[src/rtl/fifo_read_ctrl.sv]
// fifo_read_ctrl: read-side drain controller for the FIFO.
// Pops words with Read_enable, captures the returned data one cycle later
// into a two-entry head/spare buffer and presents it on a valid/ready stream.
// Keeping occ + inflight <= 2 lets the block stream one word per cycle
// without ever overrunning the buffer, even under backpressure.
module fifo_read_ctrl #(
  parameter int DATA_WIDTH = 8,
  parameter int CNT_WIDTH  = 16
) (
  input  logic                  clk_read,
  input  logic                  a_Reset,
  input  logic                  drain_en,
  input  logic                  fifo_empty,
  input  logic [DATA_WIDTH-1:0] fifo_data,
  output logic                  Read_enable,
  output logic [DATA_WIDTH-1:0] m_data,
  output logic                  m_valid,
  input  logic                  m_ready,
  output logic [CNT_WIDTH-1:0]  rd_count,
  output logic                  busy
);

  logic [1:0]            occ_q, occ_d;
  logic                  inflight_q, inflight_d;
  logic [DATA_WIDTH-1:0] head_q, head_d;
  logic [DATA_WIDTH-1:0] spare_q, spare_d;
  logic [CNT_WIDTH-1:0]  rd_count_q, rd_count_d;
  logic                  pop;
  logic [1:0]            level;

  // A word leaves whenever the head is valid and downstream accepts it.
  // level is the buffer occupancy after this cycle's capture and pop; it
  // never exceeds 2, so two bits suffice.
  assign pop   = (occ_q != 2'd0) & m_ready;
  assign level = occ_q + {1'b0, inflight_q} - {1'b0, pop};

  // Issuing only when level < 2 guarantees a free slot when the data returns;
  // counting this cycle's pop as credit is what sustains one word per cycle.
  assign Read_enable = !a_Reset & drain_en & !fifo_empty & (level < 2'd2);

  // Next-state for buffer, occupancy, in-flight flag and delivered counter.
  always_comb begin
    occ_d      = level;
    inflight_d = Read_enable;
    head_d     = head_q;
    spare_d    = spare_q;
    rd_count_d = rd_count_q + CNT_WIDTH'(pop);
    if (pop && (occ_q == 2'd2)) begin
      head_d = spare_q;
    end
    if (inflight_q) begin
      if ((occ_q == 2'd0) || pop) begin
        head_d = fifo_data;
      end else begin
        spare_d = fifo_data;
      end
    end
  end

  // State registers with synchronous reset; reset drops any buffered or in-flight word.
  always_ff @(posedge clk_read) begin
    if (a_Reset) begin
      occ_q      <= 2'd0;
      inflight_q <= 1'b0;
      head_q     <= '0;
      spare_q    <= '0;
      rd_count_q <= '0;
    end else begin
      occ_q      <= occ_d;
      inflight_q <= inflight_d;
      head_q     <= head_d;
      spare_q    <= spare_d;
      rd_count_q <= rd_count_d;
    end
  end

  assign m_valid  = (occ_q != 2'd0);
  assign m_data   = head_q;
  assign rd_count = rd_count_q;
  assign busy     = (occ_q != 2'd0) | inflight_q;

  // A capture can never coincide with a full buffer, and occupancy never reaches 3.
  occ_bound_a: assert property (@(posedge clk_read) disable iff (a_Reset)
    !(inflight_q && (occ_q == 2'd2)) && (occ_q != 2'd3));

endmodule

[config.mk]
export PLATFORM = sky130hd
export DESIGN_NAME = fifo_read_ctrl
export DESIGN_NICKNAME = d
export VERILOG_FILES = /design/src/rtl/fifo_read_ctrl.sv
export SDC_FILE = /design/constraint.sdc
export NUM_CORES = 1
export LEC_CHECK = 0
export BUFFER_PORTS_ARGS = -buffer_cell sky130_fd_sc_hd__buf_2
export CORE_MARGIN = 10
export CORE_UTILIZATION = 51
export CTS_CLUSTER_DIAMETER = 50
export DETAILED_ROUTE_END_ITERATION = 16
export PLACE_DENSITY = 0.76
export RECOVER_POWER = 25
export SLEW_MARGIN = 0
export SYNTH_ARGS = -nofsm -noshare
export SYNTH_HDL_FRONTEND = slang
export SYNTH_SLANG_ARGS = --single-unit
[constraint.sdc]
create_clock -name clk_read -period 2 [get_ports clk_read]
set_input_delay 0.3 -clock clk_read [delete_from_list [all_inputs] [get_ports clk_read]]
set_output_delay 0.3 -clock clk_read [all_outputs]
set_load 0.01 [all_outputs]
# Word-level counts from Yosys, hierarchy flattened
# Index checks and enable logic that the tools add are counted.
# word_totals
ff_bits,35
input_bits,13
output_inout_bits,27
word_cells,26
# op_classes
add_sub_neg,3
order_cmp,1
n_eq_ne,1
muxes,3
bitwise_logic,6
reduce_logical,7
# op_table
cell,count
$mux W8,3
$add A16 B1 Y16,1
$and A1 B1 Y1,4
$add A2 B1 Y2,1
$eq A2 B2 Y1 const B,1
$logic_not A1 Y1,2
$logic_not A2 Y1,1
$lt A2 B2 Y1 const B,1
$reduce_and A2 Y1,1
$reduce_bool A2 Y1,1
$sub A2 B1 Y2,1
$logic_and A1 B1 Y1,1
$logic_or A1 B1 Y1,1
$not A1 Y1,1
$or A1 B1 Y1,1

# Depth between registers and ports, before layout
# logic_depth
word_depth,6
mapped_depth,9
depth_no_buf,8

# Least setup slack after synthesis
# No wires, ideal clock.
# synth_path
path_kind,register to register
startpoint,reg occ_q[1]
endpoint,"reg rd_count_q[14], in the netlist rd_count[14]"
setup_time_ns,0.071
t_arrival_ns,1.716
required_time_ns,1.929
setup_slack_ns,0.213
stages_incl_launch_ff,10
n_path_buf,1
synth_period_minus_slack_ns,1.787
cell_sequence,dfxtp_1 > nor2_1 > inv_1 > and3_1 > ha_1 > and2_0 > clkbuf_1 > nand2_1 > or3_1 > a21oi_1
# synth_between
elab_chain_cells,3
# synth_rtl
element,line,text
from (decl),23,"logic [1:0] occ_q, occ_d;"
from (signal assigned),63,occ_q <= 2'd0;
from (signal assigned),69,occ_q <= occ_d;
$reduce_bool A2 Y1,--,
net m_valid,17,"output logic m_valid,"
$and A1 B1 Y1,34,assign pop = (occ_q != 2'd0) & m_ready;
$add A16 B1 Y16,47,rd_count_d = rd_count_q + CNT_WIDTH'(pop);
to (signal assigned),73,rd_count_q <= rd_count_d;
to (decl),27,"logic [CNT_WIDTH-1:0] rd_count_q, rd_count_d;"
# The timed path passes the listed nets, and every way through them passes these cells.
# A chain may end at the register's enable or synchronous reset.

# Worst setup path after layout
# layout_path
startpoint,reg occ_q[1]
endpoint,out Read_enable
# layout_between
elab_chain_cells,5
word_cells_on_any_way,6
cone_classes,add/sub: 2; order compare: 1; bitwise: 2; reduce/logical: 1
# layout_rtl
element,line,text
branches (longest 2 deep; another with $add A2 B1 Y2),--,
$sub A2 B1 Y2 (*),35,"assign level = occ_q + {1'b0, inflight_q} - {1'b0, pop};"
$lt A2 B2 Y1 (*),39,assign Read_enable = !a_Reset & drain_en & !fifo_empty & (level < 2'd2);
$and A1 B1 Y1 (*),39,
to (decl),15,"output logic Read_enable,"
# Mark *: on every way between the ends.

==> run metrics <==
synthesized instance count 164; total wire length 3713 µm; worst vdd ir 0.6194 mV; H-tree levels 2; most frequent cells in the layout 32 x dfxtp_1, 26 x nor2_1, 26 x buf_2, 16 x mux2i_1, 13 x clkbuf_1; hold_ws 134.3 ps; Antenna Cells 0; RSZ-0062 raised after global routing true; max_cap viols 0; Post-synth EDFFs 0; worst r2r src occ_q[1]; maximum buffer depth of the clock tree 2; xor and xnor fraction of the mapped netlist area 5.691%; asr flop ratio synth 0%; CP arrival 1730 ps; CTS tree yes; commonest non-fill, non-tap cell in the layout dfxtp_1; post-synth cell types 36; area delta synth->final 23.25%; clk_skew 14.57 ps; post-route cell area 1897 µm²; root buffer selected by CTS clkbuf_4; total congestion overflow 0; flop-to-flop setup slack 110 ps; Die Height 74.93 µm; largest family of logic cells by synthesized area simple AND/OR/NAND/NOR gates; gpl congestion 0.7885; Post-DP HPWL 2582 µm; Hold Vio Cnt, Final 0; total number of vias 1365; Post-synth top flop dfxtp_1; period utilisation layout 101.4%; Final ANT Viol Nets 0; leakage 0.0008775 µW; hold crit path type in -> reg; clock sink count 35; Adder-Cell Fraction of Synth Area 2.439%; count of state elements after synthesis 35; crit path time final 2027 ps; I/O Buffers 39; status finished, violations left; CP required 1700 ps; reg-to-reg critical path endpoint rd_count[6]; antenna violations before repair 0; Final #Nets 223; area of placed instances 1742 µm²; Syn Area/Cell 9.384 µm²; Initial Util 54.40%; Inserted Clock Buffers 5; hold worst-path end inflight_q; crit end category output pin; Fmax 0.4932 GHz; cell area power density 934.9 nW/µm²; fin util 67.05%; critical path class reg -> out; YS warnings 0; area leader, netlist dfxtp_1; FP Rows 19; WHS Path Cells 2; total global-route track usage 13.27%; mux contribution to synthesized area 10.41%; Hold Startpoint fifo_empty; top-level I/O count 40; die area 5615 µm²; largest net degree at the start of global routing 27; DRC Markers 0; Post-Syn Nets 180; top-area cell type share of the netlist area 45.53%; first-pass GRT wire length 5858 µm; filler instances 229; DR iter-0 viols 90; post-synthesis simple-gate area fraction 22.76%; Via density 5.711; Slew Limit Fails 0; WL per Instance 15.54 µm; Placement Setup Slack 139.3 ps; share of cells above drive strength 1 25.48%; DR pass1 iterations 4; CP Launch Type flip-flop; Reg clk slew, reported paths 110 ps; Area contributors post-synth dfxtp_1 46%, mux2i_1 10%, nor2_1 6.3%; Mapped Area 1539 µm²; Core Region 2829 µm²; Die Wd 74.93 µm; number of global-route vias before repair 1285; post-route setup slack -27.41 ps; Synth Area in Compound Gates 9.431%; final-report setup violation count 1; violations in the final reports setup timing; CP Max Fanout 4; Seq/Total Area, Yosys 45.53%; max_slew headroom 61.48%; worst-skew pair later-pin latency 350 ps; worst r2r path cells 9; Worst Max-Slew Pin Slew 576.1 ps
cells in the mapped netlist (3+ instances only):
master / instances
nand4_1: 3
ha_1: 3
xor2_1: 5
dfxtp_1: 35
o21ai_0: 4
a21oi_1: 7
nand2_1: 6
nor2b_1: 4
nor2_1: 26
mux2i_1: 16
buf_2: 3
clkbuf_1: 3
nand3_1: 5
inv_1: 3
xnor2_1: 5
a211oi_1: 8
or3_1: 3
power breakdown:
| group | total, µW | internal [µW] | switching (µW) | leakage, µW |
|---|---|---|---|---|
| sequential | 790 | 748 | 42.2 | 0.000285 |
| clock | 637 | 389 | 248 | 0.0000514 |
| combinational | 346 | 165 | 181 | 0.000541 |
cell type report:
cell class | count | area [µm²] | share of cell area (%)
Clock inverter | 3 | 67.56 | 3.562
Tap cell | 31 | 38.79 | 2.045
Clock buffer | 5 | 37.54 | 1.979
Sequential cell | 35 | 709.4 | 37.40
Inverter | 3 | 11.26 | 0.5937
Multi-Input combinational cell | 118 | 815.8 | 43.01
Timing Repair Buffer | 44 | 216.5 | 11.41
repair_timing:
| item | CTS | global route |
|---|---|---|
| setup endpoints to repair | 1 | 1 |
| buffers inserted | 1 | 2 |
| resized for setup | 3 | 9 |
| hold buffers | 0 | 0 |
| pin swaps | 1 | 4 |
routing by layer:
layer	share of wire (%)	vias to the layer above	GRT usage (%)	routed length, µm
met4	1.1	0	6.303	40
li1	-	663	-	-
met2	49	41	21.71	1806
met5	0	-	0	0
met3	7.8	4	4.993	291
met1	42	657	14.95	1574
state kept, by name (all words and copies together) (netlist names):
register,count
rd_count,16
m_data,8
spare_q,8
occ_q,2
inflight_q,1
kinds of logic after synthesis:
logic type | after synthesis
DFF | 35
adders and majority gates | 3
AOI/OAI and AO/OA | 23
muxes | 16
buffers and inverters | 11
xor gates and xnor gates | 10
and+or+nand+nor | 66
stage by stage:
step	setup TNS [ps]	instances	power (µW)
final	-27.41	239	1773
after global routing	-119.3	239	1861
after CTS	-43.24	237	1734
after floorplan	0	164	976.9
after detailed placement	0	228	1080
after global placement	0	228	1070
worst max path at each step:
stage / start / endpoint / slack (ps) / cells past startpoint
global placement: occ_q[1] / rd_count[14] / 210 / 8
finish: occ_q[1] / Read_enable / -30 / 6
detailed placement: occ_q[1] / rd_count[6] / 140 / 8
floorplan: occ_q[1] / rd_count[14] / 210 / 9
global route: occ_q[1] / Read_enable / -120 / 6
CTS: occ_q[0] / Read_enable / -40 / 6
critical path, stage by stage, from the launching register on:
cell and delay (ps):
dfxtp_4 380, o21ai_4 180, xnor2_2 80, ha_2 190, xnor2_2 150, nor4b_2 240, buf_2 170
No activity file was read; power rests on OpenSTA's default activity.
